### src/rtl/imem_loader_pkg.sv
// rtl/imem_loader_pkg.sv - shared constants and state encoding for the IMem boot loader
package imem_loader_pkg;
    localparam int XLEN           = 32;
    localparam int IMEM_DEPTH     = 256;
    localparam int AW             = $clog2(IMEM_DEPTH);
    localparam int LEN_W          = AW + 1;
    localparam int BYTES_PER_WORD = 4;

    typedef enum logic [2:0] {
        ST_IDLE,
        ST_RECV,
        ST_WRITE,
        ST_CHKRX,
        ST_CMP,
        ST_DONE,
        ST_ERROR
    } state_e;
endpackage

### src/rtl/imem_loader_if.sv
// rtl/imem_loader_if.sv - byte stream, IMem write port and core control bundle of the loader
interface imem_loader_if;
    import imem_loader_pkg::*;

    logic             Start;        // single-cycle load request
    logic [LEN_W-1:0] Len_Words;    // payload length, sampled on accepted Start
    logic [7:0]       Byte_In;      // stream byte
    logic             Byte_Valid;   // Byte_In is valid
    logic             Byte_Ready;   // loader accepts Byte_In this cycle
    logic             IMem_Wr_En;   // IMem write strobe
    logic [AW-1:0]    IMem_Wr_Idx;  // IMem word index
    logic [XLEN-1:0]  IMem_Wr_Data; // IMem write word
    logic             EN_PC;        // core run enable
    logic             Busy;         // load in progress
    logic             Done;         // sticky: last load passed
    logic             Err;          // sticky: last load failed

    modport master (
        output Start, Len_Words, Byte_In, Byte_Valid,
        input  Byte_Ready, IMem_Wr_En, IMem_Wr_Idx, IMem_Wr_Data,
        input  EN_PC, Busy, Done, Err
    );

    modport slave (
        input  Start, Len_Words, Byte_In, Byte_Valid,
        output Byte_Ready, IMem_Wr_En, IMem_Wr_Idx, IMem_Wr_Data,
        output EN_PC, Busy, Done, Err
    );
endinterface

### src/rtl/imem_loader_byte_packer.sv
// rtl/imem_loader_byte_packer.sv - little-endian byte-to-word packer shared by payload and checksum
module imem_loader_byte_packer
    import imem_loader_pkg::*;
(
    input  logic            clk,
    input  logic            rst,
    input  logic            clear,
    input  logic            byte_accept,
    input  logic [7:0]      byte_in,
    output logic [XLEN-1:0] word,
    output logic            word_full
);
    logic [1:0]      cnt_q, cnt_d;
    logic [XLEN-1:0] word_q, word_d;

    always_comb begin
        cnt_d  = cnt_q;
        word_d = word_q;
        if (clear) begin
            cnt_d  = 2'd0;
            word_d = '0;
        end else if (byte_accept) begin
            word_d[{cnt_q, 3'b000} +: 8] = byte_in;
            // Counter wraps to 0 after the last byte, so no clear is needed between words.
            cnt_d = cnt_q + 2'd1;
        end
    end

    // Pulses on the cycle the last byte of a word is accepted; word holds it from the next cycle.
    assign word_full = byte_accept && !clear && (cnt_q == 2'(BYTES_PER_WORD - 1));
    assign word      = word_q;

    always_ff @(posedge clk or posedge rst) begin
        if (rst) begin
            cnt_q  <= 2'd0;
            word_q <= '0;
        end else begin
            cnt_q  <= cnt_d;
            word_q <= word_d;
        end
    end
endmodule

### src/rtl/imem_loader.sv
// rtl/imem_loader.sv - boot-time IMem writer with XOR checksum and core run gating
module imem_loader
    import imem_loader_pkg::*;
(
    input logic          CLK,
    input logic          rst,
    imem_loader_if.slave bus
);
    localparam logic [LEN_W-1:0] LEN_MAX = LEN_W'(IMEM_DEPTH);

    state_e           state_q, state_d;
    logic [LEN_W-1:0] len_q, len_d;
    logic [LEN_W-1:0] idx_q, idx_d;
    logic [XLEN-1:0]  chk_q, chk_d;
    logic [AW-1:0]    wr_idx_q, wr_idx_d;
    logic [XLEN-1:0]  wr_data_q, wr_data_d;
    logic             busy_q, busy_d;
    logic             done_q, done_d;
    logic             err_q, err_d;
    logic             en_pc_q, en_pc_d;

    logic             byte_ready;
    logic             byte_accept;
    logic             pk_clear;
    logic [XLEN-1:0]  pk_word;
    logic             pk_full;
    logic             in_write;

    assign byte_ready  = (state_q == ST_RECV) || (state_q == ST_CHKRX);
    assign byte_accept = bus.Byte_Valid && byte_ready;
    assign in_write    = (state_q == ST_WRITE);

    imem_loader_byte_packer u_packer (
        .clk         (CLK),
        .rst         (rst),
        .clear       (pk_clear),
        .byte_accept (byte_accept),
        .byte_in     (bus.Byte_In),
        .word        (pk_word),
        .word_full   (pk_full)
    );

    always_comb begin
        state_d   = state_q;
        len_d     = len_q;
        idx_d     = idx_q;
        chk_d     = chk_q;
        wr_idx_d  = wr_idx_q;
        wr_data_d = wr_data_q;
        busy_d    = busy_q;
        done_d    = done_q;
        err_d     = err_q;
        en_pc_d   = en_pc_q;
        pk_clear  = 1'b0;

        case (state_q)
            ST_IDLE, ST_DONE, ST_ERROR: begin
                if (bus.Start) begin
                    len_d    = bus.Len_Words;
                    idx_d    = '0;
                    chk_d    = '0;
                    pk_clear = 1'b1;
                    done_d   = 1'b0;
                    err_d    = 1'b0;
                    en_pc_d  = 1'b0;
                    busy_d   = 1'b1;
                    if (bus.Len_Words > LEN_MAX) begin
                        state_d = ST_ERROR;
                        err_d   = 1'b1;
                        busy_d  = 1'b0;
                    end else if (bus.Len_Words == '0) begin
                        state_d = ST_CHKRX;
                    end else begin
                        state_d = ST_RECV;
                    end
                end
            end
            ST_RECV: begin
                if (pk_full) state_d = ST_WRITE;
            end
            ST_WRITE: begin
                chk_d     = chk_q ^ pk_word;
                idx_d     = idx_q + LEN_W'(1);
                wr_idx_d  = idx_q[AW-1:0];
                wr_data_d = pk_word;
                state_d   = ((idx_q + LEN_W'(1)) == len_q) ? ST_CHKRX : ST_RECV;
            end
            ST_CHKRX: begin
                if (pk_full) state_d = ST_CMP;
            end
            ST_CMP: begin
                busy_d = 1'b0;
                if (pk_word == chk_q) begin
                    state_d = ST_DONE;
                    done_d  = 1'b1;
                    en_pc_d = 1'b1;
                end else begin
                    state_d = ST_ERROR;
                    err_d   = 1'b1;
                    en_pc_d = 1'b0;
                end
            end
            default: state_d = ST_IDLE;
        endcase
    end

    always_ff @(posedge CLK or posedge rst) begin
        if (rst) begin
            state_q   <= ST_IDLE;
            len_q     <= '0;
            idx_q     <= '0;
            chk_q     <= '0;
            wr_idx_q  <= '0;
            wr_data_q <= '0;
            busy_q    <= 1'b0;
            done_q    <= 1'b0;
            err_q     <= 1'b0;
            en_pc_q   <= 1'b0;
        end else begin
            state_q   <= state_d;
            len_q     <= len_d;
            idx_q     <= idx_d;
            chk_q     <= chk_d;
            wr_idx_q  <= wr_idx_d;
            wr_data_q <= wr_data_d;
            busy_q    <= busy_d;
            done_q    <= done_d;
            err_q     <= err_d;
            en_pc_q   <= en_pc_d;
        end
    end

    // During WRITE the live index/word are presented; afterwards the captured copy keeps them stable.
    assign bus.Byte_Ready   = byte_ready;
    assign bus.IMem_Wr_En   = in_write;
    assign bus.IMem_Wr_Idx  = in_write ? idx_q[AW-1:0] : wr_idx_q;
    assign bus.IMem_Wr_Data = in_write ? pk_word : wr_data_q;
    assign bus.EN_PC        = en_pc_q;
    assign bus.Busy         = busy_q;
    assign bus.Done         = done_q;
    assign bus.Err          = err_q;
endmodule

### src/flat_wrapper.sv
// flat-port wrapper written by rule: the top's interface ports become plain ports
module imem_loader_flat import imem_loader_pkg::*;
  (CLK, rst, bus_Start, bus_Len_Words, bus_Byte_In, bus_Byte_Valid, bus_Byte_Ready, bus_IMem_Wr_En, bus_IMem_Wr_Idx, bus_IMem_Wr_Data, bus_EN_PC, bus_Busy, bus_Done, bus_Err);
  imem_loader_if bus_i ();
  input logic CLK;
  input logic rst;
  input wire logic [$bits(bus_i.Start)-1:0] bus_Start;
  input wire logic [$bits(bus_i.Len_Words)-1:0] bus_Len_Words;
  input wire logic [$bits(bus_i.Byte_In)-1:0] bus_Byte_In;
  input wire logic [$bits(bus_i.Byte_Valid)-1:0] bus_Byte_Valid;
  output wire logic [$bits(bus_i.Byte_Ready)-1:0] bus_Byte_Ready;
  output wire logic [$bits(bus_i.IMem_Wr_En)-1:0] bus_IMem_Wr_En;
  output wire logic [$bits(bus_i.IMem_Wr_Idx)-1:0] bus_IMem_Wr_Idx;
  output wire logic [$bits(bus_i.IMem_Wr_Data)-1:0] bus_IMem_Wr_Data;
  output wire logic [$bits(bus_i.EN_PC)-1:0] bus_EN_PC;
  output wire logic [$bits(bus_i.Busy)-1:0] bus_Busy;
  output wire logic [$bits(bus_i.Done)-1:0] bus_Done;
  output wire logic [$bits(bus_i.Err)-1:0] bus_Err;
  assign bus_i.Start = bus_Start;
  assign bus_i.Len_Words = bus_Len_Words;
  assign bus_i.Byte_In = bus_Byte_In;
  assign bus_i.Byte_Valid = bus_Byte_Valid;
  assign bus_Byte_Ready = bus_i.Byte_Ready;
  assign bus_IMem_Wr_En = bus_i.IMem_Wr_En;
  assign bus_IMem_Wr_Idx = bus_i.IMem_Wr_Idx;
  assign bus_IMem_Wr_Data = bus_i.IMem_Wr_Data;
  assign bus_EN_PC = bus_i.EN_PC;
  assign bus_Busy = bus_i.Busy;
  assign bus_Done = bus_i.Done;
  assign bus_Err = bus_i.Err;
  imem_loader u_core (.CLK(CLK), .rst(rst), .bus(bus_i));
endmodule
### config.mk
export PLATFORM = sky130hd
export DESIGN_NAME = imem_loader_flat
export DESIGN_NICKNAME = d
export VERILOG_FILES = /design/src/rtl/imem_loader_pkg.sv /design/src/rtl/imem_loader_if.sv /design/src/rtl/imem_loader_byte_packer.sv /design/src/rtl/imem_loader.sv /design/src/flat_wrapper.sv
export SDC_FILE = /design/constraint.sdc
export NUM_CORES = 1
export LEC_CHECK = 0
export ABC_CLOCK_PERIOD_IN_PS = 6300
export CAP_MARGIN = 20
export CORE_ASPECT_RATIO = 1.5
export CORE_UTILIZATION = 61
export CTS_BUF_LIST = sky130_fd_sc_hd__clkbuf_16
export CTS_CLUSTER_SIZE = 16
export DETAILED_ROUTE_END_ITERATION = 7
export GPL_TIMING_DRIVEN = 0
export PLACE_DENSITY = 0.88
export SETUP_SLACK_MARGIN = 0.5
export SYNTH_ARGS = -nofsm -noshare
export SYNTH_HDL_FRONTEND = slang
export SYNTH_HIERARCHICAL = 1
export SYNTH_SLANG_ARGS = --single-unit
### constraint.sdc
create_clock -name CLK -period 6.3 [get_ports CLK]
set_input_delay 1.26 -clock CLK [delete_from_list [all_inputs] [get_ports CLK]]
set_output_delay 1.26 -clock CLK [all_outputs]
set_load 0.005 [all_outputs]
==> impl_metrics.toml, run 1 <==
[placement]
dpl.cell_count = 835
gp_congestion = 0.926
dpl.hpwl_mm = 11.3
portBuffers = 66

[timing]
fin_crit_sh_pct = 67.3
worstMarginPinSlew_ns = 0.759
min_period_ns = 4.24
skew_ns = 0.0110
finalSetupTns_ns = 0
setup_violations = 0
rsz0062_at_grt = "no"
slew_headroom_pct = 49.4
finalHoldViolations = 0
maxSlewViolCount = 0
timing.fmax_mhz = 236

[detailed_routing]
vias = 5391
wire_per_inst_microns = 19.4
drc_errors = 3
finalWirelength_mm = 16.8
drtAntennaViolNets = 0
drtPass1Iterations = 8
drt-initial-drc-count = 404
avgViaCountPerCell = 6.23

[clock_network]
htree_levels = 4
path_clk_slew_ns = 0.05
hold_buffers = 0
cts_tree = "yes"
worstSkewPairLatency_ns = 0.41
cts_resized = 0
cts_num_sinks = 131
post_cts_buffers = 0
cts-root-buf = "clkbuf_16"
clockBufferDepth = 2
cts_made_buffers = 17

[cells_and_area]
fin_util_pct = 78.1
instances_no_fill = 866
fin_nets = 767
n_antenna_cell = 0
area_growth_pct = 23.4
drive_gt1_share_pct = 8.92

[min_path]
hold-path-cell-count = 2
hp-class = "reg2reg"

[pwr]
switching_share_pct = 37.0
p_comb_share_pct = 36.3
switching_power_mw = 1.26
leakagePower_nw = 3.60
seqPwrFrac_pct = 34.7
clock_power_share_pct = 29.0
p_int_mw = 2.14
p_per_area_nw_per_um2 = 444
vdd_drop_max_mv = 0.255

[yosys]
synth_seq_area_share_pct = 52.9
syn_area_sq_um = 6200
muxShareOfSynthArea_pct = 0.162
yosysUniqueCellTypes = 51
synth_nets = 680
avgSynthCellArea_sq_um = 9.50
yosysWarnings = 6
synth_top_family_by_area = "simple AND/OR/NAND/NOR gates"
synthCells = 652
yosys-top-cells-count = "nand2_1, dfrtp_1, o21ai_0, nor2_1, xnor2_1"
synth_area_leaders = "dfrtp_1, nand2_1, o21ai_0, xnor2_1, a32o_1"
synth.top_cell.area_share_pct = 52.9
synth-xor-area-share_pct = 6.50
synth_seq_cells = 131
yosys.area.top_type = "dfrtp_1"
synthSimpleGateAreaFrac_pct = 19.2
synth_ff_type = "dfrtp_1"
synth-adder-area-share_pct = 1.41
synth_edf_count = 0
post-synth-top-count-cell = "nand2_1"
async_reset_ff_share_pct = 100
synth_compound_area_share_pct = 15.8

[job]
drv_cap = 0

[global_routing]
grt_max_degree = 69
antenna_found_initial = 0
grt.total_usage_pct = 33.1
overflow = 0
grt_pass1_wl_mm = 26.9
grt_pass1_vias = 5441

[critical_path]
cp_slowest_cell = "clkbuf_1"
path_max_fanout = 10
crit_required_ns = 5.04
worstPathCellList = "buf_2 -> nand2b_1 -> nand2b_1 -> buf_2 -> inv_2 -> clkbuf_1 -> nand2_1 -> nand2_1 -> clkdlybuf4s50_1"
crit_type = "reg2out"
worstRegToRegCells = 15
cp-end-kind = "output pin"
cp_slowest_stage_delay_ns = 0.53
arrival_ns = 2.98
start_kind = "flip-flop"

[die]
ios = 67
rows = 44
dieArea_sq_um = 10600
coreArea_sq_um = 9800
die_x_microns = 84.3
die_h_microns = 125
start_util_pct = 63.2

[run_status]
violations = "design-rule violations"
status = "complete, but fails checks"
## layout make-up
| type | count | area, sq um |
|---|---|---|
| Sequential cell | 131 | 3280 |
| Multi-Input combinational cell | 466 | 2670 |
| Fill cell | 622 | 2150 |
| Timing Repair Buffer | 68 | 716 |
| Clock buffer | 17 | 425 |
| Buffer | 37 | 181 |
| Clock inverter | 14 | 165 |
| Tap cell | 115 | 144 |
| Inverter | 18 | 70.1 |
## layer usage
metal	vias up	track usage, %	share of wire, %
met1	2641	35.6	36
met3	69	7.59	5.8
met5	-	0	0
met4	0	21.4	5.8
met2	288	58.0	53
li1	2393	-	-
## cell families after synthesis
logic type / count (synthesis)
buffers and inverters: 55
flip-flops: 131
adder cells (fa/ha/maj): 7
multiplexers: 1
AND/OR/NAND/NOR: 270
XOR/XNOR: 46
AO/OA/AOI/OAI: 142
## power groups by stage
stage | combinational (mW) | sequential [mW] | clock, mW
4_1_cts | 1.22 | 1.18 | 0.992
3_3_place_gp | 1.14 | 1.17 | 0
5_1_grt | 1.33 | 1.20 | 1.02
3_5_place_dp | 1.19 | 1.19 | 0
6_report | 1.23 | 1.18 | 0.985
2_1_floorplan | 0.756 | 1.15 | 0
## critical path, delay by kind of cell (launching register included)
kind	cells	cell delay, ns
buffers and inverters	5	1.62
DFF	1	0.33
and+or+nand+nor	4	0.62
## worst paths after layout
check                                     startpoint                       end  slack, ns
worst max-delay path               u_core/state_q[1]      bus_IMem_Wr_Data[28]       2.06
worst min-delay path            u_core/wr_data_q[29]      u_core/wr_data_q[29]       0.47
worst max register to register     u_core/state_q[1]         u_core/state_q[1]       3.09
worst min register to register  u_core/wr_data_q[29]      u_core/wr_data_q[29]       0.47
max in group asynchronous                        rst  u_core/u_packer/word[24]       4.39
min in group asynchronous                        rst          u_core/chk_q[12]       1.22
## registers in the layout (all words and copies together), names as in the netlist
| signal | count |
|---|---|
| u_core/bus.EN_PC | 1 |
| u_core/u_packer/cnt_q | 2 |
| u_core/bus.Busy | 1 |
| u_core/chk_q | 32 |
| u_core/len_q | 9 |
| u_core/wr_data_q | 32 |
| u_core/idx_q | 9 |
| u_core/bus.Done | 1 |
| u_core/bus.Err | 1 |
| u_core/state_q | 3 |
| u_core/u_packer/word | 32 |
| u_core/wr_idx_q | 8 |
## metrics by stage
stage / setup slack (ns) / instance area, sq um / hold slack [ns] / power, mW
after floorplan: 2.51 / 6200 / 0.462 / 1.90
after global placement: 1.06 / 7000 / 0.451 / 2.32
after detailed placement: 2.00 / 7060 / 0.457 / 2.38
after CTS: 2.12 / 7650 / 0.472 / 3.38
after global routing: 1.98 / 7650 / 0.494 / 3.55
final: 2.06 / 7650 / 0.471 / 3.40
## layout by cell type (no fill, tap or decap), types with 3 or more instances in the layout
cell               n
o21ai_1            3
buf_1              6
ha_1               7
nand2b_1           4
buf_2              6
and2_1            11
clkinvlp_4         3
dfrtp_1          131
clkbuf_2           3
o32ai_2            7
o21ai_0           78
a32o_1            24
clkbuf_16         17
nand3_1            8
a21oi_1           13
clkbuf_1          17
xor2_1             7
buf_6              3
nor2b_1            3
nor2_1            45
inv_1             16
xnor2_1           39
a31oi_1            3
bufinv_16          3
nand4_1            8
clkdlybuf4s50_1   66
nor4_1             6
o31ai_1            4
clkinv_4           3
nand2_1          169
Power figures use the tool's default switching activity.
==> inputs of run 2 (changes only) <==
Settings changed: ABC_CLOCK_PERIOD_IN_PS 6300 to 4300, CORE_UTILIZATION 61 to 57, PLACE_DENSITY 0.88 to 0.83.
Clock period 6.3 ns to 4.3 ns, I/O delays scaled along.
==> run 2 against run 1 <==
The run now ends clean. Core utilization fell by 4.9 points. Clock skew fell by 0.00080 ns. Critical endpoint unchanged. Clock power rose by 62%. First-iteration DRC count down 4.2%.
==> impl_metrics.toml, run 2 (synthesis results as in run 1) <==
[run_status]
status = "finished clean"

[placement]
portBuffers = 66
placed_area_sq_um = 7100
dpl.hpwl_mm = 11.3
dp_slack_ns = 0.439
gp_congestion = 0.921

[clock_network]
path_clk_slew_ns = 0.06
cts_made_buffers = 17
hold_buffers = 0
worstSkewPairLatency_ns = 0.41
cts_tree = "yes"
cts-root-buf = "clkbuf_16"
cts_num_sinks = 131
clockBufferDepth = 2
post_cts_buffers = 0
htree_levels = 4

[pwr]
leakagePower_nw = 3.66
p_int_mw = 3.31
p_per_area_nw_per_um2 = 665
switching_power_mw = 1.84
seqPwrFrac_pct = 33.6
p_comb_share_pct = 35.4
clock_power_share_pct = 31.0
switching_share_pct = 35.7
vdd_drop_max_mv = 0.344

[detailed_routing]
avgViaCountPerCell = 5.88
drt-initial-drc-count = 387
drc_errors = 0
finalWirelength_mm = 16.6
vias = 5271
drtAntennaViolNets = 0
wire_per_inst_microns = 18.5
drtPass1Iterations = 5

[critical_path]
path_max_fanout = 10
crit_type = "reg2out"
cp_slowest_cell = "clkdlybuf4s50_1"
cp_slowest_stage_delay_ns = 0.51
reg2reg_to = "u_core/state_q[1]"
worstPathCellList = "buf_2 -> nand2b_1 -> nand2b_1 -> buf_2 -> buf_2 -> clkbuf_2 -> nand2_1 -> nand2_1 -> clkdlybuf4s50_1"
reg2reg_from = "u_core/state_q[1]"
cp-end-kind = "output pin"
reg2reg_slack_ns = 1.09
crit_top_cell = "buf_2"
start_kind = "flip-flop"
arrival_ns = 2.77
worstRegToRegCells = 15
crit_required_ns = 3.44

[die]
ios = 67
rows = 46
die_x_microns = 87.1
start_util_pct = 58.5
dieArea_sq_um = 11300
coreArea_sq_um = 10600
die_h_microns = 130

[timing]
worstMarginPinSlew_ns = 0.686
fin_ws_ns = 0.672
skew_ns = 0.0102
min_period_ns = 3.63
finalSetupTns_ns = 0
timing.fmax_mhz = 276
setup_violations = 0
slew_headroom_pct = 54.3
maxSlewViolCount = 0
finalHoldViolations = 0
fin_crit_sh_pct = 84.4
rsz0062_at_grt = "no"

[cells_and_area]
area_growth_pct = 25.1
final_cell_mix = "nand2_1, dfrtp_1, o21ai_0"
postLayoutCellArea_sq_um = 7750
n_antenna_cell = 0
fin_nets = 767
drive_gt1_share_pct = 9.44
final_common_cell = "nand2_1"

[min_path]
hp-start = "u_core/wr_data_q[12]"
hold-path-cell-count = 2
hp-class = "reg2reg"
worstHoldEndpoint = "u_core/wr_data_q[12]"

[global_routing]
grt_max_degree = 70
grt.total_usage_pct = 31.3
antenna_found_initial = 0
grt_pass1_vias = 5342
grt_pass1_wl_mm = 26.4
overflow = 0

[job]
drv_cap = 0
## run 2: changes by cell type in the layout (fill, tap and decap cells not counted)
cell / delta
clkbuf_2: +7
clkbuf_1: -4
buf_1: -3
bufinv_16: +3
clkinv_4: -3
inv_1: +3
clkinv_1: +1
clkinv_2: -1
clkinvlp_4: -1
inv_6: -1
## run 2: worst max path at each step
stage	start	end
after floorplan	rst	u_core/bus.Busy
after global placement	rst	u_core/len_q[2]
after detailed placement	bus_Start	u_core/state_q[1]
after CTS	u_core/state_q[1]	bus_IMem_Wr_Data[28]
after global routing	u_core/state_q[1]	bus_IMem_Wr_Idx[0]
final	u_core/state_q[1]	bus_IMem_Wr_Data[28]
## run 2: power groups by stage
stage                     registers [mW]  clock network (mW)  logic, mW
final                               1.73                1.60       1.82
after global routing                1.76                1.66       1.98
after CTS                           1.72                1.61       1.80
after detailed placement            1.74                   0       1.75
after global placement              1.72                   0       1.69
after floorplan                     1.68                   0       1.11
## run 2: metal layers
| metal | wire, microns | track usage (%) | vias up |
|---|---|---|---|
| met4 | 957 | 21.7 | 0 |
| met1 | 6220 | 35.1 | 2602 |
| met5 | 0 | 0 | - |
| li1 | - | - | 2385 |
| met3 | 714 | 5.63 | 57 |
| met2 | 8670 | 53.8 | 227 |
## run 2: cell type report
| class | instances | area, sq um |
|---|---|---|
| Buffer | 37 | 190 |
| Clock buffer | 17 | 425 |
| Clock inverter | 15 | 223 |
| Fill cell | 733 | 2840 |
| Inverter | 18 | 70.1 |
| Multi-Input combinational cell | 466 | 2670 |
| Sequential cell | 131 | 3280 |
| Tap cell | 144 | 180 |
| Timing Repair Buffer | 68 | 716 |
## run 2: stage by stage
step                std cells  total power, mW  hold slack, ns  utilization (%)
global route              896             5.39           0.490             73.2
floorplan                 652             2.79           0.462                -
detailed placement        864             3.49           0.458             67.0
global placement          862             3.41           0.452             66.5
CTS                       896             5.13           0.472             73.1
finish                    896             5.15           0.470             73.2
## run 2: critical path: cells and delay by family, from the launching register on
family,cells,cell delay (ns)
AND/OR/NAND/NOR,4,0.51
flip-flops,1,0.36
buffers and inverters,5,1.50
## run 2: repair_timing
action                                 CTS  global route
endpoints found under the hold margin    0             0
gates resized for setup                  1             9
setup endpoints to repair                1            40
==> inputs of run 3 (changes only) <==
Settings changed: ABC_CLOCK_PERIOD_IN_PS 4300 to 3700.
Clock period 4.3 ns to 3.7 ns, I/O delays scaled along.
==> run 3 against run 2 <==
Sequential power up 16%. Core utilization is 0.44 points lower. Critical path depth unchanged. Total power grew 10%. Worst hold slack got worse by 0.0034 ns. First-iteration DRC count fell by 4.4%. Via count down 0.25%. Global-route usage fell by 0.38 points. Clock-buffer cell count stayed put.
==> impl_metrics.toml, run 3 (synthesis results as in run 1) <==
[cells_and_area]
fin_nets = 770
drive_gt1_share_pct = 9.57
final_cell_mix = "nand2_1, dfrtp_1, o21ai_0"
fin_util_pct = 72.8
multiInputGateArea_sq_um = 2670
fillers = 759
n_antenna_cell = 0
final_common_cell = "nand2_1"
regArea_sq_um = 3280
area_growth_pct = 24.3

[clock_network]
worstSkewPairLatency_ns = 0.42
cts-root-buf = "clkbuf_16"
path_clk_slew_ns = 0.05
cts_num_sinks = 131
cts_tree = "yes"
clockBufferDepth = 2
hold_buffers = 0
htree_levels = 4
cts_made_buffers = 17

[critical_path]
crit_required_ns = 2.96
path_max_fanout = 10
cp_slowest_stage_delay_ns = 0.51
crit_type = "reg2out"
cp-end-kind = "output pin"
cp_top_family = "buffers and inverters"
start_kind = "flip-flop"
cp_slowest_cell = "clkdlybuf4s50_1"
arrival_ns = 2.35
critical_path_buf_inv_count = 5
worstPathCellList = "buf_4 -> nand2b_1 -> nand2b_1 -> buf_6 -> buf_8 -> buf_8 -> nand2_1 -> nand2_1 -> clkdlybuf4s50_1"

[pwr]
switching_power_mw = 2.10
p_int_mw = 3.56
seqPwrFrac_pct = 35.6
leakagePower_nw = 3.65
p_total_mw = 5.66
vdd_drop_max_mv = 0.443
p_comb_share_pct = 38.6
switching_share_pct = 37.1
p_per_area_nw_per_um2 = 735
clock_power_share_pct = 25.9

[timing]
worstMarginPinSlew_ns = 0.689
fin_ws_ns = 0.611
timing.fmax_mhz = 324
slew_headroom_pct = 54.1
maxSlewViolCount = 0
setup_violations = 0
fin_crit_sh_pct = 83.5
finalSetupTns_ns = 0
min_period_ns = 3.09
skew_ns = 0.00611
finalHoldViolations = 0
rsz0062_at_grt = "no"

[detailed_routing]
finalWirelength_mm = 16.4
vias = 5258
drc_errors = 0
drtPass1Iterations = 5
avgViaCountPerCell = 5.87
wire_per_inst_microns = 18.3
drtAntennaViolNets = 0
drt-initial-drc-count = 370

[die]
coreArea_sq_um = 10600
rows = 46
ios = 67
start_util_pct = 58.5
die_x_microns = 87.1
die_h_microns = 130
dieArea_sq_um = 11300

[global_routing]
antenna_found_initial = 0
grt_pass1_wl_mm = 25.9
grt_pass1_vias = 5315
grt.total_usage_pct = 30.9
grt_max_degree = 42
overflow = 0

[placement]
dp_slack_ns = -0.0196
portBuffers = 66
dpl.hpwl_mm = 11.2
gp_congestion = 0.923

[run_status]
status = "finished clean"

[min_path]
hp-class = "reg2reg"

[job]
drv_cap = 0
-- run 3: metal layers --
metal / GRT usage (%) / vias up / routed length, microns
li1: - / 2406 / -
met1: 33.9 / 2547 / 6110
met2: 53.9 / 245 / 8580
met3: 7.27 / 60 / 891
met4: 18.9 / 0 / 783
met5: 0 / - / 0
-- run 3: worst paths after layout --
path	cells past startpoint	slack, ns	startpoint	endpoint
worst min-delay path	2	0.47	u_core/wr_data_q[27]	u_core/wr_data_q[27]
max in group asynchronous	4	2.14	rst	u_core/len_q[4]
worst min register to register	2	0.47	u_core/wr_data_q[27]	u_core/wr_data_q[27]
worst max-delay path	9	0.61	u_core/state_q[1]	bus_IMem_Wr_Data[29]
min in group asynchronous	2	0.73	rst	u_core/chk_q[12]
worst max register to register	15	0.79	u_core/state_q[1]	u_core/state_q[1]
-- run 3: power by group through the flow --
stage               Combinational, mW  Sequential (mW)  Clock (mW)
floorplan                        1.29             1.95           0
global placement                 1.95             2.00           0
detailed placement               2.03             2.02           0
CTS                              2.11             2.01        1.48
global route                     2.37             2.05        1.54
finish                           2.18             2.01        1.47
-- run 3: timing repair --
| action | CTS | global route |
|---|---|---|
| buffers inserted | 0 | 2 |
| resized for setup | 21 | 17 |
| endpoints found under the setup margin | 42 | 41 |
| cloned | 0 | 0 |
-- run 3: final cells by class --
cell class	count	area share, %
repair buffers	71	9.68
plain buffers	37	3.25
flip-flops and latches	131	42.5
inverters	18	0.990
clock inverters	12	1.04
well taps	144	2.34
clock buffers	17	5.52
multi-input cells	466	34.6
-- run 3: per-stage QoR --
| stage | cell area, sq um | hold WS [ns] | instances |
|---|---|---|---|
| after floorplan | 6200 | 0.462 | 652 |
| after global placement | 7040 | 0.451 | 862 |
| after detailed placement | 7110 | 0.458 | 865 |
| after CTS | 7660 | 0.470 | 894 |
| after global routing | 7710 | 0.489 | 896 |
| final | 7710 | 0.467 | 896 |
-- run 3: worst min-delay path: stages (launching register included) --
cell and delay, ns:
dfrtp_1 0.32, nand2_1 0.04, nand2_1 0.07
